===== config.mk =====
export PLATFORM = sky130hd
export DESIGN_NAME = fwd_regfile
export DESIGN_NICKNAME = d
export VERILOG_FILES = /design/src/rtl/fwd_regfile_pkg.sv /design/src/rtl/fwd_regfile_mux.sv /design/src/rtl/fwd_regfile.sv
export SDC_FILE = /design/constraint.sdc
export NUM_CORES = 2
export LEC_CHECK = 0
export CORE_ASPECT_RATIO = 1.1
export CORE_MARGIN = 4
export CORE_UTILIZATION = 52
export CTS_CLUSTER_DIAMETER = 50
export DETAILED_ROUTE_END_ITERATION = 10
export PLACE_DENSITY = 0.82
export SLEW_MARGIN = 20
export SYNTH_ARGS = -nofsm -noshare
export SYNTH_HDL_FRONTEND = slang
export SYNTH_SLANG_ARGS = --single-unit

===== constraint.sdc =====
create_clock -name clk -period 5.1 [get_ports clk]
set_input_delay 0.51 -clock clk [delete_from_list [all_inputs] [get_ports clk]]
set_output_delay 0.51 -clock clk [all_outputs]
set_load 0.1 [all_outputs]

===== src/rtl/fwd_regfile_pkg.sv =====
// Shared definitions for the forwarding register file: state encoding and default widths.
package fwd_regfile_pkg;
    localparam int DATA_W_DEF = 32;
    localparam int ADDR_W_DEF = 5;
    localparam int NRD_DEF    = 2;
    localparam int NSTG_DEF   = 3;

    typedef enum logic {INIT, RUN} state_e;
endpackage


===== src/rtl/fwd_regfile_mux.sv =====
// NSTG-way priority select: lowest stage index wins, then the write port, then stored data.
module fwd_mux #(
    parameter int DATA_W = 32,
    parameter int NSTG   = 3
) (
    input  logic [NSTG-1:0]        stg_hit,
    input  logic [NSTG*DATA_W-1:0] stg_data,
    input  logic                   wr_hit,
    input  logic [DATA_W-1:0]      wr_data,
    input  logic [DATA_W-1:0]      arr_data,
    output logic [DATA_W-1:0]      q
);
    always_comb begin
        q = arr_data;
        if (wr_hit) q = wr_data;
        // Walk oldest to youngest so the youngest matching stage overrides.
        for (int s = NSTG - 1; s >= 0; s--) begin
            if (stg_hit[s]) q = stg_data[s*DATA_W +: DATA_W];
        end
    end
endmodule


===== src/rtl/fwd_regfile.sv =====
// GPR + HI/LO register file with per-stage forwarding, long-latency scoreboard and
// a post-reset zeroing sweep that holds the block not-ready until every entry is cleared.
module fwd_regfile
    import fwd_regfile_pkg::*;
#(
    parameter int DATA_W = DATA_W_DEF,
    parameter int ADDR_W = ADDR_W_DEF,
    parameter int NRD    = NRD_DEF,
    parameter int NSTG   = NSTG_DEF
) (
    input  logic                   clk,
    input  logic                   rst,
    output logic                   ready,
    input  logic [NRD*ADDR_W-1:0]  rd_addr,
    output logic [NRD*DATA_W-1:0]  rd_data,
    output logic [NRD-1:0]         rd_stall,
    output logic [DATA_W-1:0]      hi_rdata,
    output logic [DATA_W-1:0]      lo_rdata,
    output logic                   hilo_stall,
    input  logic                   we,
    input  logic [ADDR_W-1:0]      waddr,
    input  logic [DATA_W-1:0]      wdata,
    input  logic                   hi_we,
    input  logic [DATA_W-1:0]      hi_wdata,
    input  logic                   lo_we,
    input  logic [DATA_W-1:0]      lo_wdata,
    input  logic [NSTG-1:0]        fwd_we,
    input  logic [NSTG*ADDR_W-1:0] fwd_waddr,
    input  logic [NSTG*DATA_W-1:0] fwd_wdata,
    input  logic [NSTG-1:0]        fwd_hi_we,
    input  logic [NSTG-1:0]        fwd_lo_we,
    input  logic [NSTG*DATA_W-1:0] fwd_hi_wdata,
    input  logic [NSTG*DATA_W-1:0] fwd_lo_wdata,
    input  logic                   lock_valid,
    input  logic [ADDR_W-1:0]      lock_addr,
    input  logic                   lock_hilo
);
    localparam int NREG = 2 ** ADDR_W;

    state_e              state;
    logic [ADDR_W-1:0]   cnt;
    logic [NREG-1:0]     pend, pend_nxt;
    logic                hilo_pend, hilo_nxt;
    logic [DATA_W-1:0]   mem [NREG];
    logic [DATA_W-1:0]   hi_q, lo_q, hi_fwd, lo_fwd;

    // Set wins over clear so an op issued in the same cycle as an older write stays pending.
    always_comb begin
        pend_nxt = pend;
        if (we && waddr != '0) pend_nxt[waddr] = 1'b0;
        if (lock_valid && !lock_hilo && lock_addr != '0) pend_nxt[lock_addr] = 1'b1;
    end

    assign hilo_nxt = (hilo_pend && !hi_we && !lo_we) || (lock_valid && lock_hilo);

    always_ff @(posedge clk) begin
        if (rst) begin
            state     <= INIT;
            cnt       <= '0;
            ready     <= 1'b0;
            pend      <= '0;
            hilo_pend <= 1'b0;
        end else begin
            case (state)
                INIT: begin
                    cnt <= cnt + 1'b1;
                    if (cnt == ADDR_W'(NREG - 1)) begin
                        state <= RUN;
                        ready <= 1'b1;
                    end
                end
                RUN: begin
                    pend      <= pend_nxt;
                    hilo_pend <= hilo_nxt;
                end
                default: state <= INIT;
            endcase
        end
    end

    // Storage carries no reset; the sweep defines its contents.
    always_ff @(posedge clk) begin
        if (!rst) begin
            if (state == INIT) begin
                mem[cnt] <= '0;
                if (cnt == '0) begin
                    hi_q <= '0;
                    lo_q <= '0;
                end
            end else begin
                if (we && waddr != '0) mem[waddr] <= wdata;
                if (hi_we) hi_q <= hi_wdata;
                if (lo_we) lo_q <= lo_wdata;
            end
        end
    end

    for (genvar i = 0; i < NRD; i++) begin : g_rd
        logic [ADDR_W-1:0] ra;
        logic [NSTG-1:0]   hit;
        logic [DATA_W-1:0] q;
        logic              wr_hit;

        assign ra     = rd_addr[i*ADDR_W +: ADDR_W];
        assign wr_hit = we && (waddr == ra);

        always_comb begin
            hit = '0;
            for (int s = 0; s < NSTG; s++) begin
                hit[s] = fwd_we[s] && (fwd_waddr[s*ADDR_W +: ADDR_W] == ra);
            end
        end

        fwd_mux #(.DATA_W(DATA_W), .NSTG(NSTG)) u_mux (
            .stg_hit  (hit),
            .stg_data (fwd_wdata),
            .wr_hit   (wr_hit),
            .wr_data  (wdata),
            .arr_data (mem[ra]),
            .q        (q)
        );

        assign rd_data[i*DATA_W +: DATA_W] = (ready && ra != '0) ? q : '0;
        assign rd_stall[i] = !ready || (ra != '0 && pend[ra] && !wr_hit);
    end

    fwd_mux #(.DATA_W(DATA_W), .NSTG(NSTG)) u_hi_mux (
        .stg_hit  (fwd_hi_we),
        .stg_data (fwd_hi_wdata),
        .wr_hit   (hi_we),
        .wr_data  (hi_wdata),
        .arr_data (hi_q),
        .q        (hi_fwd)
    );

    fwd_mux #(.DATA_W(DATA_W), .NSTG(NSTG)) u_lo_mux (
        .stg_hit  (fwd_lo_we),
        .stg_data (fwd_lo_wdata),
        .wr_hit   (lo_we),
        .wr_data  (lo_wdata),
        .arr_data (lo_q),
        .q        (lo_fwd)
    );

    assign hi_rdata   = ready ? hi_fwd : '0;
    assign lo_rdata   = ready ? lo_fwd : '0;
    assign hilo_stall = !ready || (hilo_pend && !hi_we && !lo_we);
endmodule


======== Word level (Yosys, flattened, before mapping) ========
Memories as Yosys holds them, arrays and structs flattened.
Index checks and enable logic that the tools add are counted.
W data, S select, Z words.
storage, ports and cells
  bits in registers ....................... 104
  bits in writable memories ............... 1024
  input bits .............................. 435
  memories ................................ 1
memories
  name  depth  bits a word  read ports  clocked after Yosys merged registers in  wr ports  line               source
  mem   32     32           2           0                                        1         fwd_regfile.sv:44  logic [DATA_W-1:0] mem [NREG];
operators by class
  add/subtract/negate cells ............... 1
  magnitude comparators ................... 6
  eq/ne operators ......................... 9
  mux-type cells .......................... 45
  bitwise gates (word level) .............. 5
  reductions and logical operators ........ 41
operators with widths
  kind                   count
  $mux W32               26
  $eq A5 B5 Y1           8
  $and A32 B32 Y32       1
  $not A32 Y32           1
  $or A32 B32 Y32        1
  $reduce_or A32 Y1      1
  $lt A5 B6 Y1 const B   4
  $logic_and A1 B1 Y1    22
  $reduce_bool A5 Y1     4
  $mux W1                14
  $bmux W1 S5            2
  $demux W1 S5           2
  $ge A5 B1 Y1 const B   2
  $logic_not A1 Y1       6
  $add A5 B1 Y5 const B  1
  $eq A5 B5 Y1 const B   1
  $logic_not A5 Y1       1
  $mux W5                1
  $logic_or A1 B1 Y1     4
  $reduce_and A2 Y1      2
  $not A1 Y1             2
  $reduce_bool A2 Y1     1

======== Logic depth before layout (Yosys ltp) ========
  word-level depth ........................ 9
  mapped depth ............................ 11
  gate-level depth less buffers ........... 6

======== Modules after synthesis ========
Synthesis repeated with hierarchy kept, for this count alone.
second synthesis, totals
  cells, all modules ...................... 3238
  area total of the unflattened synthesis .. 58433.5 sq um
by module, submodules not included
  module       instances  cells each  area an instance (sq um)  sequential area each (sq um)
  fwd_regfile  1          2626        53288.6                   33472.1
  fwd_mux      4          153         1286.2                    0.0

======== Least setup slack after synthesis ========
OpenSTA, ideal clock, no wires.
  path type ............................... register -> output
  from .................................... reg ready
  to ...................................... out rd_data[16]
  arrival time ............................ 4355 ps
  data required time ...................... 4590 ps
  setup slack ............................. 235 ps
  cell stages (with the launch flop) ...... 6
  path through ............................ dfxtp_1 -> o21ai_1 -> nor2_1 -> clkbuf_1 -> o221ai_1 -> o32ai_1
between the ends
  longest elaborated chain between the ends .. 2
RTL lines
  item                    line                source
  start, declared         fwd_regfile.sv:13   output logic ready,
  start signal, assigned  fwd_regfile.sv:60   ready <= 1'b0;
  start signal, assigned  fwd_regfile.sv:69   ready <= 1'b1;
  $logic_and A1 B1 Y1     fwd_regfile.sv:123  assign rd_data[i*DATA_W +: DATA_W] = (ready && ra != '0) ? q : '0;
  $mux W32                fwd_regfile.sv:123
  end, declared           fwd_regfile.sv:15   output logic [NRD*DATA_W-1:0] rd_data,
No other way between the ends.

======== Final worst setup path ========
  from .................................... in waddr[2]
  to ...................................... out rd_data[25]
between the ends
  longest elaborated chain between the ends .. 7
RTL lines
  item                    line                   source
  start, declared         fwd_regfile.sv:21      input logic [ADDR_W-1:0] waddr,
  $eq A5 B5 Y1            fwd_regfile.sv:105     assign wr_hit = we && (waddr == ra);
  $logic_and A1 B1 Y1     fwd_regfile.sv:105
  $mux W32                fwd_regfile_mux.sv:15  if (wr_hit) q = wr_data;
  $mux W32 (3 in series)  fwd_regfile_mux.sv:18  if (stg_hit[s]) q = stg_data[s*DATA_W +: DATA_W];
  $mux W32                fwd_regfile.sv:123
No other way between the ends.

==> summary.txt <==
Run status
  – Status: finished clean

Routing
  – WL met2: 99.48 mm
  – Drc violations: 0
  – Highest Signal Layer: met5
  – Via density: 7.177
  – Final ANT Viol Nets: 0
  – Metal3 WL: 34.70 mm
  – DR pass1 iterations: 10
  – Metal-1 WL: 66.74 mm
  – Drt total wl: 219.3 mm
  – Detailed Route Iter0 Violations: 6901
  – Vias: 43695
  – Routed len/inst: 36.03 um

Die
  – # rows: 128
  – Die area: 0.1180 mm^2
  – Die height: 359.9 um
  – Initial core utilization: 52.58%
  – Core Box Area: 0.1113 mm^2
  – I/O pin count: 567
  – Die W: 327.9 um

Synthesis
  – Net count after synthesis: 4379
  – Area fraction of the dominant cell type after synthesis: 55.83%
  – Cell area after synthesis: 0.05852 mm^2
  – Cells after synthesis: 3941
  – Yosys cell types: 59
  – Largest area contributor in the netlist: edfxtp_1
  – Fraction of registers with async set/reset: 0%
  – Top_reg_cell synth: edfxtp_1
  – Commonest cells in the netlist: 1088 x edfxtp_1, 398 x mux2i_1, 367 x mux4_2, 210 x nor2_1, 174 x nand2_1
  – Count leader, synth: edfxtp_1
  – Ys Warns: 0
  – Number of synthesized flops with an enable pin: 1088
  – Synth top area cells: edfxtp_1 56%, mux4_2 14%, mux2i_1 6.8%
  – Number of synthesized register bits: 1128
  – Part of the Yosys area used for sequential elements: 57.19%
  – Syn_area_per_cell: 14.85 um^2

Setup path
  – CP endpoint kind: output port
  – Startpoint Class: input pin
  – CP top delay family: simple AND/OR/NAND/NOR gates
  – CP Class: input pin to output port
  – Slowest CP cell: and3_1
  – CP Buf/Inv Count: 3
  – Reg2reg setup slack: 2010 ps
  – Crit path cell chain: clkdlybuf4s50_1, xor2_1, nor4_1, and3_1, buf_4, a2111oi_1, o21a_1, o22ai_1, buf_12
  – Worst Path Arrival: 4070 ps
  – Worst EP required: 4590 ps
  – Worst-path fanout max: 11
  – CP peak stage delay: 680 ps

CTS
  – Clock transition at path regs: 60 ps
  – CTS Buf Count: 116
  – CTS Hold Bufs: 0
  – Sink count of the clock tree: 1128
  – Post-CTS Resized: 0
  – Post-CTS Setup Bufs: 0
  – CTS tree: done
  – Worst-Skew Late Latency: 710 ps
  – Clock buffer depth: 3
  – CTS H-Tree Depth: 3
  – Root Driver: clkbuf_16

STA
  – Setup TNS: 0 ps
  – Final period utilization: 89.80%
  – Final worst slack: 520.2 ps
  – RSZ-0062 raised after global routing: false
  – Final Hold Fails: 0
  – Skew final: 22.33 ps
  – Max Fclk: 0.2184 GHz
  – Final Critical Period: 4580 ps
  – Measured slew at the worst slew-check pin: 1112 ps
  – Final Max Tran Viols: 0
  – Worst hold slack: 389.2 ps
  – Relative slew margins: 23.95%
  – Setup-failing EPs final: 0

Job
  – Max cap viols: 0

Global routing
  – Remaining Overflow, GRT: 0
  – Total track usage: 36.04%
  – Vias in the first global route: 42725
  – Initial antenna violation count: 45
  – Global-route wire length before repair: 305.4 mm
  – Pin count of the biggest net entering global routing: 82

Pwr
  – Peak supply drop: 0.0002829 V
  – Pwr Density: 298.2 mW/mm^2
  – Leakage: 0.02178 uW

Final layout
  – Share of layout cells above drive strength 1: 21.89%
  – Fill count: 7538
  – Area growth, synth to finish: 21.22%
  – Net total in the final layout: 4908
  – Design Area, Final: 0.07094 mm^2
  – Non-filler cells, final: 6088

Placed design
  – Placed Area: 0.06687 mm^2
  – DP Cell Count: 5846
  – HPWL after DPL: 143.7 mm
  – Port-buffer cells: 566
  – Placer Congestion: 0.9832
  – Place WS: 613.5 ps

Worst hold path
  – Worst Hold Class: input pin to register
## layout make-up
type	count	area (um^2)	area share (%)
timing repair buffer	745	7899	11.13
tap	1495	1871	2.637
antenna	25	62.56	0.08818
clock inverter	83	1015	1.430
multi-input combinational	2473	23630	33.31
inverter	6	22.52	0.03175
sequential	1128	33470	47.18
clock buffer	133	2967	4.182
## worst min-delay path: cells and delay by family
kind          cells  cell delay [ps]
buf+inv           2              390
simple gates      1              150
## power breakdown
group / internal [uW] / switching [uW] / total [uW]
clock network: 5180 / 3770 / 8940
registers: 10100 / 38.0 / 10200
logic: 892 / 1170 / 2060
total: 16200 / 4970 / 21200
## registers in the layout, summed over array words and instances (netlist names)
| register | flops |
|---|---|
| lo_q | 32 |
| state | 1 |
| pend | 32 |
| hilo_pend | 1 |
| ready | 1 |
| cnt | 5 |
| hi_q | 32 |
| mem | 1024 |
## cell families (layout without fill, tap and decap cells)
group,Yosys count,in the layout,share of synthesized area [%]
other,0,25,0
and+or+nand+nor,712,712,5.961
xor gates and xnor gates,42,42,0.6285
adders and majority gates,3,3,0.06415
DFF,1128,1128,57.19
muxes,920,920,23.91
AOI/OAI and AO/OA,796,796,9.197
buffers and inverters,340,967,3.042
## final timing paths
path              startpoint     endpoint  depth (start not counted)
setup / recovery    waddr[2]  rd_data[25]                          9
hold / removal           rst    hilo_pend                          3
setup reg to reg       state   mem[17][9]                          6
hold reg to reg      pend[0]      pend[0]                          1
## per-stage QoR
step           util (%)  power (uW)
5_1_grt           63.70       21620
4_1_cts           63.65       21090
2_1_floorplan         -       11420
3_5_place_dp      60.07       12340
3_3_place_gp      60.06       12310
6_report          63.74       21160
## cells in the final DEF, fill, tap and decap left out, drive strengths merged, types with 11 or more instances in the layout
cell / n
and2: 166
nor2b: 45
clkinv: 42
nor4: 18
inv: 20
o221ai: 34
nor2: 211
nand3: 20
dfxtp: 40
clkdlybuf4s50: 438
a21oi: 125
diode: 25
buf: 306
o32ai: 39
a31oi: 12
nand2b: 15
mux2i: 398
clkbuf: 134
nor3: 24
o22ai: 123
bufinv: 19
a22oi: 109
a211oi: 57
xnor2: 13
xor2: 29
a22o: 29
a2111oi: 54
o21a: 18
mux4: 367
mux2: 155
nand4: 11
o21ai: 154
nand2: 174
edfxtp: 1088
a221oi: 30
## per-layer routing
metal | GRT usage [%] | up-vias
li1 | - | 17147
met1 | 42.35 | 21341
met2 | 55.93 | 4164
met3 | 12.93 | 1025
met4 | 24.03 | 18
met5 | 0 | -
(Power assumes the default switching activity.)
